<file path="src/rtl/cp0_exception_unit_if.sv">
// WB-stage to CP0 signal bundle: exception tags, MTC0/MFC0 access, interrupts,
// and the flush/redirect and interrupt-pending results.
interface cp0_exception_unit_if;
  logic [8:0]  WB_ExceptType;
  logic [31:0] WB_PC;
  logic        WB_IsDelaySlot;
  logic [31:0] WB_ALUOut;
  logic        WB_CP0Wr;
  logic [4:0]  WB_Dst;
  logic [31:0] WB_OutB;
  logic [4:0]  CP0_RdAddr;
  logic [31:0] CP0_RdData;
  logic [5:0]  Ext_Interrupt;
  logic        Exc_Flush;
  logic [31:0] Exc_NPC;
  logic        CP0_IntPending;

  modport master (
    output WB_ExceptType, WB_PC, WB_IsDelaySlot, WB_ALUOut, WB_CP0Wr, WB_Dst,
           WB_OutB, CP0_RdAddr, Ext_Interrupt,
    input  CP0_RdData, Exc_Flush, Exc_NPC, CP0_IntPending
  );

  modport slave (
    input  WB_ExceptType, WB_PC, WB_IsDelaySlot, WB_ALUOut, WB_CP0Wr, WB_Dst,
           WB_OutB, CP0_RdAddr, Ext_Interrupt,
    output CP0_RdData, Exc_Flush, Exc_NPC, CP0_IntPending
  );
endinterface

</file>
<file path="src/rtl/cp0_exception_unit.sv">
// CP0 register file and precise-exception commit point at the end of WB:
// priority resolution, Status/Cause/EPC/BadVAddr/Count/Compare, flush/redirect.
module cp0_exception_unit #(
  parameter logic [31:0] EXC_VECTOR = 32'hBFC0_0380
) (
  input logic                 clk,
  input logic                 rst,
  cp0_exception_unit_if.slave bus
);
  localparam logic [4:0]  REG_BADVADDR = 5'd8;
  localparam logic [4:0]  REG_COUNT    = 5'd9;
  localparam logic [4:0]  REG_COMPARE  = 5'd11;
  localparam logic [4:0]  REG_STATUS   = 5'd12;
  localparam logic [4:0]  REG_CAUSE    = 5'd13;
  localparam logic [4:0]  REG_EPC      = 5'd14;
  localparam logic [31:0] STATUS_WMASK = 32'h0000_FF03;
  localparam logic [31:0] CAUSE_WMASK  = 32'h0000_0300;

  logic [31:0] badvaddr_q, badvaddr_d;
  logic [31:0] count_q, count_d;
  logic [31:0] compare_q, compare_d;
  logic [31:0] epc_q, epc_d;
  logic [7:0]  im_q, im_d;
  logic        exl_q, exl_d;
  logic        ie_q, ie_d;
  logic        bd_q, bd_d;
  logic        ti_q, ti_d;
  logic [5:0]  hw_q, hw_d;
  logic [1:0]  sw_q, sw_d;
  logic [4:0]  exccode_q, exccode_d;
  logic        tick_q, tick_d;

  logic [8:0]  et;
  logic        exc_any, eret, flush, mtc0;
  logic        badv_ld;
  logic [4:0]  exc_code;
  logic [31:0] badv_val;
  logic [31:0] status_rd, cause_rd, rd_cur, rd_wmask;
  logic [7:0]  ip;

  assign et      = bus.WB_ExceptType;
  assign exc_any = (|et[8:3]) | (|et[1:0]);
  assign eret    = et[2];
  assign flush   = ~rst & (exc_any | eret);
  assign mtc0    = bus.WB_CP0Wr & ~flush;

  // Priority order differs from bit order: the MEM read fault (bit 0) outranks the write fault (bit 1).
  always_comb begin
    exc_code = '0;
    badv_ld  = 1'b0;
    badv_val = bus.WB_ALUOut;
    if (et[8]) begin
      exc_code = 5'h00;
    end else if (et[7]) begin
      exc_code = 5'h04;
      badv_ld  = 1'b1;
      badv_val = bus.WB_PC;
    end else if (et[6]) begin
      exc_code = 5'h0A;
    end else if (et[5]) begin
      exc_code = 5'h0C;
    end else if (et[4]) begin
      exc_code = 5'h08;
    end else if (et[3]) begin
      exc_code = 5'h09;
    end else if (et[0]) begin
      exc_code = 5'h04;
      badv_ld  = 1'b1;
    end else if (et[1]) begin
      exc_code = 5'h05;
      badv_ld  = 1'b1;
    end
  end

  assign status_rd = {9'b0, 1'b1, 6'b0, im_q, 6'b0, exl_q, ie_q};
  assign cause_rd  = {bd_q, ti_q, 14'b0, ti_q | hw_q[5], hw_q[4:0], sw_q, 1'b0, exccode_q, 2'b0};
  assign ip        = cause_rd[15:8];

  always_comb begin
    rd_cur   = '0;
    rd_wmask = '0;
    unique case (bus.CP0_RdAddr)
      REG_BADVADDR: rd_cur = badvaddr_q;
      REG_COUNT:    begin rd_cur = count_q;   rd_wmask = '1; end
      REG_COMPARE:  begin rd_cur = compare_q; rd_wmask = '1; end
      REG_STATUS:   begin rd_cur = status_rd; rd_wmask = STATUS_WMASK; end
      REG_CAUSE:    begin rd_cur = cause_rd;  rd_wmask = CAUSE_WMASK; end
      REG_EPC:      begin rd_cur = epc_q;     rd_wmask = '1; end
      default:      ;
    endcase
  end

  // Bypass returns what the register will read after the in-flight MTC0 lands.
  assign bus.CP0_RdData = (mtc0 && bus.WB_Dst == bus.CP0_RdAddr)
                        ? ((bus.WB_OutB & rd_wmask) | (rd_cur & ~rd_wmask))
                        : rd_cur;
  assign bus.Exc_Flush      = flush;
  assign bus.Exc_NPC        = (rst | exc_any) ? EXC_VECTOR : epc_q;
  assign bus.CP0_IntPending = ~rst & (|(ip & im_q)) & ie_q & ~exl_q;

  always_comb begin
    badvaddr_d = badvaddr_q;
    count_d    = count_q;
    compare_d  = compare_q;
    epc_d      = epc_q;
    im_d       = im_q;
    exl_d      = exl_q;
    ie_d       = ie_q;
    bd_d       = bd_q;
    ti_d       = ti_q;
    hw_d       = bus.Ext_Interrupt;
    sw_d       = sw_q;
    exccode_d  = exccode_q;
    tick_d     = ~tick_q;

    if (mtc0 && bus.WB_Dst == REG_COUNT) begin
      count_d = bus.WB_OutB;
      tick_d  = 1'b0;
    end else begin
      count_d = count_q + {31'b0, tick_q};
    end

    if (mtc0 && bus.WB_Dst == REG_COMPARE) begin
      compare_d = bus.WB_OutB;
      ti_d      = 1'b0;
    end else if (count_q == compare_q) begin
      ti_d = 1'b1;
    end

    if (exc_any) begin
      exccode_d = exc_code;
      if (badv_ld) badvaddr_d = badv_val;
      if (!exl_q) begin
        epc_d = bus.WB_IsDelaySlot ? (bus.WB_PC - 32'd4) : bus.WB_PC;
        bd_d  = bus.WB_IsDelaySlot;
      end
      exl_d = 1'b1;
    end else if (eret) begin
      exl_d = 1'b0;
    end else if (mtc0) begin
      unique case (bus.WB_Dst)
        REG_STATUS: begin
          im_d  = bus.WB_OutB[15:8];
          exl_d = bus.WB_OutB[1];
          ie_d  = bus.WB_OutB[0];
        end
        REG_CAUSE: sw_d  = bus.WB_OutB[9:8];
        REG_EPC:   epc_d = bus.WB_OutB;
        default:   ;
      endcase
    end
  end

  always_ff @(posedge clk) begin
    if (rst) begin
      badvaddr_q <= '0;
      count_q    <= '0;
      compare_q  <= '0;
      epc_q      <= '0;
      im_q       <= '0;
      exl_q      <= 1'b0;
      ie_q       <= 1'b0;
      bd_q       <= 1'b0;
      ti_q       <= 1'b0;
      hw_q       <= '0;
      sw_q       <= '0;
      exccode_q  <= '0;
      tick_q     <= 1'b0;
    end else begin
      badvaddr_q <= badvaddr_d;
      count_q    <= count_d;
      compare_q  <= compare_d;
      epc_q      <= epc_d;
      im_q       <= im_d;
      exl_q      <= exl_d;
      ie_q       <= ie_d;
      bd_q       <= bd_d;
      ti_q       <= ti_d;
      hw_q       <= hw_d;
      sw_q       <= sw_d;
      exccode_q  <= exccode_d;
      tick_q     <= tick_d;
    end
  end
endmodule

</file>
<file path="src/flat_wrapper.sv">
// flat-port wrapper written by rule: the top's interface ports become plain ports
module cp0_exception_unit_flat 
#(
  parameter logic [31:0] EXC_VECTOR = 32'hBFC0_0380
)
  (clk, rst, bus_WB_ExceptType, bus_WB_PC, bus_WB_IsDelaySlot, bus_WB_ALUOut, bus_WB_CP0Wr, bus_WB_Dst, bus_WB_OutB, bus_CP0_RdAddr, bus_Ext_Interrupt, bus_CP0_RdData, bus_Exc_Flush, bus_Exc_NPC, bus_CP0_IntPending);
  cp0_exception_unit_if bus_i ();
  input logic clk;
  input logic rst;
  input wire logic [$bits(bus_i.WB_ExceptType)-1:0] bus_WB_ExceptType;
  input wire logic [$bits(bus_i.WB_PC)-1:0] bus_WB_PC;
  input wire logic [$bits(bus_i.WB_IsDelaySlot)-1:0] bus_WB_IsDelaySlot;
  input wire logic [$bits(bus_i.WB_ALUOut)-1:0] bus_WB_ALUOut;
  input wire logic [$bits(bus_i.WB_CP0Wr)-1:0] bus_WB_CP0Wr;
  input wire logic [$bits(bus_i.WB_Dst)-1:0] bus_WB_Dst;
  input wire logic [$bits(bus_i.WB_OutB)-1:0] bus_WB_OutB;
  input wire logic [$bits(bus_i.CP0_RdAddr)-1:0] bus_CP0_RdAddr;
  input wire logic [$bits(bus_i.Ext_Interrupt)-1:0] bus_Ext_Interrupt;
  output wire logic [$bits(bus_i.CP0_RdData)-1:0] bus_CP0_RdData;
  output wire logic [$bits(bus_i.Exc_Flush)-1:0] bus_Exc_Flush;
  output wire logic [$bits(bus_i.Exc_NPC)-1:0] bus_Exc_NPC;
  output wire logic [$bits(bus_i.CP0_IntPending)-1:0] bus_CP0_IntPending;
  assign bus_i.WB_ExceptType = bus_WB_ExceptType;
  assign bus_i.WB_PC = bus_WB_PC;
  assign bus_i.WB_IsDelaySlot = bus_WB_IsDelaySlot;
  assign bus_i.WB_ALUOut = bus_WB_ALUOut;
  assign bus_i.WB_CP0Wr = bus_WB_CP0Wr;
  assign bus_i.WB_Dst = bus_WB_Dst;
  assign bus_i.WB_OutB = bus_WB_OutB;
  assign bus_i.CP0_RdAddr = bus_CP0_RdAddr;
  assign bus_i.Ext_Interrupt = bus_Ext_Interrupt;
  assign bus_CP0_RdData = bus_i.CP0_RdData;
  assign bus_Exc_Flush = bus_i.Exc_Flush;
  assign bus_Exc_NPC = bus_i.Exc_NPC;
  assign bus_CP0_IntPending = bus_i.CP0_IntPending;
  cp0_exception_unit #(.EXC_VECTOR(EXC_VECTOR)) u_core (.clk(clk), .rst(rst), .bus(bus_i));
endmodule
</file>
<file path="config.mk">
export PLATFORM = sky130hd
export DESIGN_NAME = cp0_exception_unit_flat
export DESIGN_NICKNAME = d
export VERILOG_FILES = /design/src/rtl/cp0_exception_unit_if.sv /design/src/rtl/cp0_exception_unit.sv /design/src/flat_wrapper.sv
export SDC_FILE = /design/constraint.sdc
export NUM_CORES = 1
export LEC_CHECK = 0
export CAP_MARGIN = 30
export CORE_ASPECT_RATIO = 1.1
export CORE_MARGIN = 10
export CORE_UTILIZATION = 51
export CTS_CLUSTER_DIAMETER = 80
export DETAILED_ROUTE_END_ITERATION = 10
export PLACE_DENSITY = 0.86
export RECOVER_POWER = 50
export SLEW_MARGIN = 20
export SYNTH_ARGS = -nofsm -noshare
export SYNTH_HDL_FRONTEND = slang
export SYNTH_SLANG_ARGS = --single-unit
export TNS_END_PERCENT = 50
</file>
<file path="constraint.sdc">
create_clock -name clk -period 12.7 [get_ports clk]
set_input_delay 3.81 -clock clk [delete_from_list [all_inputs] [get_ports clk]]
set_output_delay 3.81 -clock clk [all_outputs]
set_load 0.02 [all_outputs]
</file>
=== Yosys cells after proc, flatten, opt, wreduce, memory -nomap -nowiden ===
Index checks and enable logic that the tools add are counted.

* Register bits after elaboration: 154
* Latch bits: 0
* RAM bits: 0
* ROM bits: 0
* Input port bits: 125
* Output and inout bits: 66
* Logic and storage cells: 102
* Memories: 0

* Add/sub/neg operators: 2
* Multiply operators: 0
* Div/mod/pow operators: 0
* Magnitude comparators: 0
* Equality and inequality tests: 15
* Shift operators: 0
* Multiplexer cells: 33
* Bitwise operators: 20
* Reductions and logical operators: 19

{| class="wikitable"
|+ Operator list
! cell !! number
|-
| 32-bit two-way mux || 11
|-
| 32-bit one-hot mux with 6 select lines || 1
|-
| 32-bit one-hot mux with 3 select lines || 1
|-
| 32-bit bitwise AND || 2
|-
| 5-bit by 4-bit equality test with 1-bit output (second input constant) || 11
|-
| 5-bit two-way mux || 7
|-
| 32-bit by 1-bit adder with 32-bit output || 1
|-
| 32-bit equality test || 1
|-
| 32-bit inverter || 1
|-
| 32-bit OR || 1
|-
| 32-bit by 3-bit subtractor with 32-bit output (second input constant) || 1
|-
| 1-bit two-way mux || 12
|-
| 4-bit AND reduction || 3
|-
| 8-bit bitwise AND || 1
|-
| 8-bit OR reduction || 1
|-
| 1-bit inverter || 6
|-
| 2-bit AND reduction || 3
|-
| 3-bit nonzero test || 2
|-
| 2-bit OR reduction || 3
|-
| 6-bit OR reduction || 1
|-
| 1-bit bitwise AND || 5
|-
| 5-bit equality test || 1
|-
| 1-bit OR || 4
|-
| 2-bit nonzero test || 2
|-
| 5 further kinds || 7
|}

=== Depth between registers and ports, before layout ===
Gate-level depths: netlist of the first run.

* Word-level depth: 9
* Gate-level depth with buffers: 9
* Depth with buffers taken out: 7

=== Worst setup path after synthesis of the first run ===
Ideal clock, no wire load.

* Path type: input to output
* Start point: input bus_WB_ExceptType[4]
* End point: output bus_CP0_RdData[0]
* Arrival: 5884 ps
* Required time: 8890 ps
* Path slack: 3006 ps
* Cell stages on the path: 6
* Path buffers: 1
* Cells stage by stage: nor4_1 a31oi_1 or3b_1 o21ba_2 buf_4 mux2_2

* Cells in the longest elaborated chain, start to end: 8

{| class="wikitable"
|+ Ends and longest elaborated chain
! element !! RTL line !! RTL
|-
| start: declaration || flat_wrapper.sv:10 || <nowiki>input wire logic [$bits(bus_i.WB_ExceptType)-1:0] bus_WB_ExceptType;</nowiki>
|-
| 6-bit OR reduction || cp0_exception_unit.sv:42 || <nowiki>assign exc_any = (|et[8:3]) | (|et[1:0]);</nowiki>
|-
| 1-bit OR || cp0_exception_unit.sv:42 ||
|-
| 1-bit OR || cp0_exception_unit.sv:44 || <nowiki>assign flush = ~rst & (exc_any | eret);</nowiki>
|-
| 1-bit bitwise AND || cp0_exception_unit.sv:44 ||
|-
| named net bus_Exc_Flush || flat_wrapper.sv:20 || <nowiki>output wire logic [$bits(bus_i.Exc_Flush)-1:0] bus_Exc_Flush;</nowiki>
|-
| 1-bit inverter || cp0_exception_unit.sv:45 || <nowiki>assign mtc0 = bus.WB_CP0Wr & ~flush;</nowiki>
|-
| 1-bit bitwise AND || cp0_exception_unit.sv:45 ||
|-
| 1-bit logical AND || cp0_exception_unit.sv:94 || <nowiki>assign bus.CP0_RdData = (mtc0 && bus.WB_Dst == bus.CP0_RdAddr)</nowiki>
|-
| 32-bit two-way mux || cp0_exception_unit.sv:95 || <nowiki>? ((bus.WB_OutB & rd_wmask) | (rd_cur & ~rd_wmask))</nowiki>
|-
| end: declaration || flat_wrapper.sv:19 || <nowiki>output wire logic [$bits(bus_i.CP0_RdData)-1:0] bus_CP0_RdData;</nowiki>
|}

The timed path passes the listed nets, and every way through them passes these cells.

=== Worst setup path after layout of the first run ===
* Start point: input bus_WB_ExceptType[8]
* End point: output bus_Exc_NPC[16]

* Cells in the longest elaborated chain, start to end: 4

{| class="wikitable"
|+ Ends and longest elaborated chain
! element !! RTL line !! RTL
|-
| 6-bit OR reduction || cp0_exception_unit.sv:42 ||
|-
| 1-bit OR || cp0_exception_unit.sv:42 ||
|-
| 1-bit OR || cp0_exception_unit.sv:98 || <nowiki>assign bus.Exc_NPC = (rst | exc_any) ? EXC_VECTOR : epc_q;</nowiki>
|-
| 32-bit two-way mux || cp0_exception_unit.sv:98 ||
|-
| end: declaration || flat_wrapper.sv:21 || <nowiki>output wire logic [$bits(bus_i.Exc_NPC)-1:0] bus_Exc_NPC;</nowiki>
|}

Every way passes these cells.

==> out/metrics.cfg, run 1 <==
[critical_path]
critical_path.slowest_cell = sky130_fd_sc_hd__clkbuf_1
delay_of_the_slowest_cell_on_the_worst_path_ns = 1.21
kind_of_cell_adding_the_most_delay_to_the_critical_path = buffers and inverters
ff2ff_path_depth = 7
worst-setup-path-type = input port to output port
cp_num_buf_inv = 3
setup.worst_path.start = bus_WB_ExceptType[8]
reg2reg_from = u_core.count_q[0]$_SDFF_PP0_
critical_path.max_fanout = 42
worstSetupPathDepth = 6
endpoint_kind = output port
series_of_cell_instances_along_the_critical_path = dlygate4sd3_1 > or4_1 > nor2_1 > clkbuf_1 > and3_1 > clkdlybuf4s50_1
worst_ep_required_time_ns = 8.89
crit_path_start_kind = input port
critical_path_arrival_ns = 7.52

[outcome]
violations = capacitance limit, slew limit
outcome = complete, but fails checks

[die]
die-area_um2 = 23700
top_level_ports = 191
number_of_standard_cell_rows_in_the_floorplan = 51
design.core.area_um2 = 17700
die_h_um = 160
die_x_um = 148
initial_core_util_pct = 51.7

[place]
io_buffers = 190
gpl.final_weighted_congestion = 1.04
place.detailed.hpwl_um = 25900

[job]
cap_viol_max_count = 4

[global_routing]
grt_overflow_total = 0
grt_util_all_layers_pct = 28.6
first_global_vias = 9314
grt_antenna_before_repair = 2
grt_start_max_net_pins = 93
grt_pass1_wl_um = 53800

[routing]
num_vias = 9923
post_drt_wl_per_cell_um = 22.9
drt_wl_total_um = 35300
firstDrtPassIters = 6
ant_nets = 0
detail_route.vias_per_cell = 6.45
first_iter_violations = 1642
drt_drc_violations_left = 0

[logic_synthesis]
postSynthNetCount = 1282
post_synth_inst_count = 1154
main_combinational_cell_family_by_area_after_synthesis = simple AND/OR/NAND/NOR gates
edff_count_synth = 0
yosys_register_bits = 153
synth_async_sr_flop_share_pct = 0
synthXorXnorAreaFrac_pct = 8.44
mappedNetlistArea_um2 = 9140
netlist.top_cell.by_area = sky130_fd_sc_hd__dfxtp_1
post_synth_and_or_nand_nor_area_fraction_pct = 25.5
register_area_share_after_synthesis_pct = 33.5
synth_mux_area_share_pct = 7.40
ys_types = 59
postSynth.topFlopCell = sky130_fd_sc_hd__dfxtp_1
synth_top_area_share_pct = 33.5
synth_compound_gate_area_share_pct = 20.0
ys_top_cells_by_area = sky130_fd_sc_hd__dfxtp_1 34%, sky130_fd_sc_hd__nor2_1 6.3%, sky130_fd_sc_hd__mux2i_1 5.9%, sky130_fd_sc_hd__xnor2_1 5.5%, sky130_fd_sc_hd__a211oi_1 5.3%
synthAdderAreaFrac_pct = 0.411
post_synth.cell_area_avg_um2 = 7.92
yosysWarningCount = 0

[timing]
final.period_utilization_pct = 89.2
rsz_0062_raised_after_global_routing = false
maxSlewViolCount = 191
hold_viol_final = 0
final.setup_skew_ns = 0.00759
setup_tns_ns = 0
relSlewSlack_pct = -68.9
period_needed_ns = 11.33
clock.fmax_mhz = 88.2
worst_pin_slew_ns = 2.53
timing.final.setup_violations = 0

[clocking]
cts_repair_resize_count = 0
clkSlewWorstSetupHoldPaths_ns = 0.06
numCtsBuffers = 17
post_cts_setup_bufs = 0
post_cts_hold_buffer_count = 0
cts_root_buf = sky130_fd_sc_hd__clkbuf_16
cts_tree = yes
htree_num_levels = 4
worstSkewPairLatency_ns = 0.44
cts.path.max_buffers = 2
cts_num_sinks = 153

[finish]
highest_count_cells_in_the_layout_ignoring_fill_and_taps = 187 x sky130_fd_sc_hd__clkdlybuf4s50_1, 153 x sky130_fd_sc_hd__dfxtp_1, 152 x sky130_fd_sc_hd__nor2_1
nNetsFinal = 1414
most_common_cell_after_layout_fill_and_taps_aside = sky130_fd_sc_hd__clkdlybuf4s50_1
layout-drive-gt1-share_pct = 6.54
area_growth_syn_to_layout_pct = 28.6
fill_cells = 1474

[pwr]
finalPower_mw = 1.19
ir_worst_vdd_mv = 0.0973
leakage_component_of_the_power_nw = 4.17
power_density_nw_per_um2 = 101

[hold_path]
worstHoldStart = u_core.tick_q$_SDFF_PP0_
holdCritPathClass = flip-flop to flip-flop
min_path_cells = 1

## metrics by stage
step	util [%]	std cells	area (µm²)	setup WS [ns]	hold WS, ns
5_1_grt	66.4	1539	11700	1.26	0.442
2_1_floorplan	-	1154	9140	3.01	0.404
6_report	66.4	1539	11700	1.37	0.430
3_3_place_gp	63.0	1503	11100	1.41	0.419
4_1_cts	66.4	1536	11700	1.71	0.437
3_5_place_dp	63.1	1504	11100	1.73	0.428
## routing by layer
| metal | up-vias | wire length (µm) | global-route usage [%] |
|---|---|---|---|
| li1 | 4477 | - | - |
| met1 | 4661 | 13600 | 36.6 |
| met2 | 682 | 15900 | 43.6 |
| met3 | 103 | 4200 | 7.70 |
| met4 | 0 | 1610 | 13.7 |
| met5 | - | 0 | 0 |
## Yosys cell counts, types with 3 or more instances
library cell,instances
sky130_fd_sc_hd__nand2_1,113
sky130_fd_sc_hd__a211o_1,10
sky130_fd_sc_hd__or3_1,19
sky130_fd_sc_hd__nand3b_1,11
sky130_fd_sc_hd__buf_1,3
sky130_fd_sc_hd__nor4_2,6
sky130_fd_sc_hd__mux2_2,12
sky130_fd_sc_hd__dfxtp_1,153
sky130_fd_sc_hd__buf_2,6
sky130_fd_sc_hd__or4_1,9
sky130_fd_sc_hd__a221oi_1,8
sky130_fd_sc_hd__o21ai_0,6
sky130_fd_sc_hd__xnor2_1,57
sky130_fd_sc_hd__nor2_1,153
sky130_fd_sc_hd__inv_1,11
sky130_fd_sc_hd__nor2b_1,7
sky130_fd_sc_hd__clkbuf_1,88
sky130_fd_sc_hd__o211ai_1,10
sky130_fd_sc_hd__nand3_1,32
sky130_fd_sc_hd__xor2_1,31
sky130_fd_sc_hd__o41ai_1,4
sky130_fd_sc_hd__ha_1,3
sky130_fd_sc_hd__a31oi_1,19
sky130_fd_sc_hd__a211oi_1,65
sky130_fd_sc_hd__nand4b_1,7
sky130_fd_sc_hd__nand4_1,24
sky130_fd_sc_hd__a21oi_1,77
sky130_fd_sc_hd__o22ai_1,3
sky130_fd_sc_hd__and3_1,25
sky130_fd_sc_hd__a22oi_1,55
sky130_fd_sc_hd__mux2i_1,54
sky130_fd_sc_hd__or2_2,3
sky130_fd_sc_hd__nor3_1,20
sky130_fd_sc_hd__nor4_1,16
## sequential cells by signal, summed over array words and instances (netlist names)
signal,count
u_core.hw_q,6
u_core.ti_q,1
u_core.bd_q,1
u_core.tick_q,1
u_core.exl_q,1
u_core.compare_q,32
u_core.sw_q,2
u_core.epc_q,32
u_core.badvaddr_q,32
u_core.exccode_q,4
u_core.count_q,32
u_core.ie_q,1
u_core.im_q,8
## report_power, final
| part | switching [mW] | internal [mW] | total (mW) |
|---|---|---|---|
| clock network | 0.208 | 0.312 | 0.519 |
| registers | 0.0206 | 0.498 | 0.519 |
| logic | 0.0797 | 0.0710 | 0.151 |
| total | 0.308 | 0.881 | 1.19 |
## path summary, 6_finish.rpt
| kind | endpoint | slack, ns |
|---|---|---|
| max | bus_Exc_NPC[16] | 1.37 |
| min | u_core.tick_q$_SDFF_PP0_ | 0.43 |
| max reg2reg | u_core.count_q[26]$_SDFF_PP0_ | 10.27 |
| min reg2reg | u_core.tick_q$_SDFF_PP0_ | 0.43 |
## layout make-up
cell class | count | area [µm²] | share of cell area [%]
inverter | 11 | 41.3 | 0.352
antenna | 2 | 5.00 | 0.0426
sequential | 153 | 3060 | 26.1
tap | 238 | 298 | 2.54
clock inverter | 13 | 153 | 1.30
multi-input combinational | 891 | 5670 | 48.3
timing repair buffer | 212 | 2070 | 17.6
clock buffer | 19 | 443 | 3.77
## cells by family (layout without fill, tap and decap cells)
logic type	count (synthesis)	in the layout
AOI/OAI and AO/OA	269	269
xor gates and xnor gates	88	88
adders and majority gates	3	3
buffers and inverters	110	255
DFF	153	153
muxes	66	66
other	0	2
and+or+nand+nor	465	465
Power figures use the tool's default switching activity.
==> run 2: changes to the inputs <==
Settings changed: CTS_CLUSTER_SIZE set to 14.
Clock period 12.7 ns to 14.45 ns, I/O delays scaled along.
==> out/metrics.cfg, run 2 (synthesis results as in run 1) <==
[outcome]
outcome = complete, but fails checks
violations = capacitance limit, slew limit

[routing]
post_drt_wl_per_cell_um = 22.5
firstDrtPassIters = 6
num_vias = 9785
first_iter_violations = 1391
detail_route.vias_per_cell = 6.37
drt_wl_total_um = 34600
ant_nets = 0
drt_drc_violations_left = 0

[timing]
rsz_0062_raised_after_global_routing = false
clock.fmax_mhz = 79.0
setup_tns_ns = 0
worst_slack_ns = 1.79
period_needed_ns = 12.66
maxSlewViolCount = 175
hold_viol_final = 0
relSlewSlack_pct = -161
worst_pin_slew_ns = 3.92
timing.final.setup_violations = 0
final.setup_skew_ns = 0.00687
final.period_utilization_pct = 87.6

[critical_path]
cp_num_buf_inv = 3
crit_top_cell = sky130_fd_sc_hd__clkbuf_1
worst_ep_required_time_ns = 10.11
critical_path.slowest_cell = sky130_fd_sc_hd__clkbuf_1
ff2ff_path_depth = 7
worstSetupPathDepth = 6
critical_path_arrival_ns = 8.33
delay_of_the_slowest_cell_on_the_worst_path_ns = 2.75
worst-setup-path-type = input port to output port
kind_of_cell_adding_the_most_delay_to_the_critical_path = buffers and inverters
series_of_cell_instances_along_the_critical_path = clkbuf_1 > clkbuf_1 > nor2_1 > nand2_1 > a31oi_1 > clkdlybuf4s50_1
endpoint_kind = output port
crit_path_start_kind = input port
critical_path.max_fanout = 97

[finish]
fill_cells = 1465
nNetsFinal = 1413
layout-drive-gt1-share_pct = 6.55
antenna_cells_inserted = 0
highest_count_cells_in_the_layout_ignoring_fill_and_taps = 189 x sky130_fd_sc_hd__clkdlybuf4s50_1, 153 x sky130_fd_sc_hd__dfxtp_1, 150 x sky130_fd_sc_hd__nor2_1
most_common_cell_after_layout_fill_and_taps_aside = sky130_fd_sc_hd__clkdlybuf4s50_1
area_growth_syn_to_layout_pct = 28.7

[hold_path]
min_path_cells = 1
holdCritPathClass = flip-flop to flip-flop

[clocking]
cts_num_sinks = 153
worstSkewPairLatency_ns = 0.43
cts.path.max_buffers = 2
post_cts_hold_buffer_count = 0
post_cts_setup_bufs = 0
cts_tree = yes
numCtsBuffers = 17
cts_root_buf = sky130_fd_sc_hd__clkbuf_16
clkSlewWorstSetupHoldPaths_ns = 0.06
cts_repair_resize_count = 0
htree_num_levels = 4

[die]
die_x_um = 148
design.core.area_um2 = 17700
initial_core_util_pct = 51.7
number_of_standard_cell_rows_in_the_floorplan = 51
die-area_um2 = 23700
top_level_ports = 191
die_h_um = 160

[global_routing]
grt_overflow_total = 0
grt_start_max_net_pins = 98
grt_antenna_before_repair = 0
grt_pass1_wl_um = 52600
first_global_vias = 9128
grt_util_all_layers_pct = 27.9

[pwr]
p_seq_share_pct = 43.6
ir_worst_vdd_mv = 0.0862
netSwitchingFraction_pct = 25.6
pwr-share-comb_pct = 12.7
p_clk_share_pct = 43.6
internal_power_mw = 0.776
net-switching-power_mw = 0.268
power_density_nw_per_um2 = 88.8
leakage_component_of_the_power_nw = 4.18

[place]
gpl.final_weighted_congestion = 1.04
place.detailed.hpwl_um = 25500
detailedPlace.worstSlack_ns = 2.34
io_buffers = 190

[job]
cap_viol_max_count = 2

run 2: power groups by stage:
stage	Sequential, mW	Clock, mW	Combinational (mW)
floorplan	0.454	0	0.0633
global placement	0.462	0	0.127
detailed placement	0.463	0	0.130
CTS	0.454	0.456	0.130
global route	0.456	0.473	0.142
finish	0.455	0.455	0.133
run 2: path summary, 6_finish.rpt:
check	startpoint	endpoint	slack (ns)
worst max-delay path	rst	bus_CP0_IntPending	1.79
worst max register to register	u_core.count_q[0]$_SDFF_PP0_	u_core.count_q[26]$_SDFF_PP0_	11.95
worst min register to register	u_core.tick_q$_SDFF_PP0_	u_core.tick_q$_SDFF_PP0_	0.43
worst min-delay path	u_core.tick_q$_SDFF_PP0_	u_core.tick_q$_SDFF_PP0_	0.43
run 2: cell type report:
type / instances / area [µm²] / area share [%]
well taps: 238 / 298 / 2.53
clock buffers: 20 / 447 / 3.80
repair buffers: 211 / 2080 / 17.7
flip-flops and latches: 153 / 3060 / 26.1
inverters: 11 / 41.3 / 0.351
multi-input cells: 891 / 5680 / 48.3
clock inverters: 12 / 150 / 1.28
run 2: metal layers:
layer / track usage, % / routed length (µm)
met1: 37.2 / 13700
met2: 42.1 / 15600
met3: 5.68 / 3870
met4: 13.8 / 1490
met5: 0 / 0
run 2: through the flow:
stage	power [mW]	cells	utilization (%)	instance area [µm²]	hold slack (ns)
after detailed placement	0.592	1503	63.1	11200	0.424
after floorplan	0.518	1154	-	9140	0.404
final	1.04	1536	66.5	11800	0.434
after global routing	1.07	1536	66.5	11800	0.479
after global placement	0.590	1501	62.9	11100	0.423
after CTS	1.04	1535	66.5	11800	0.433
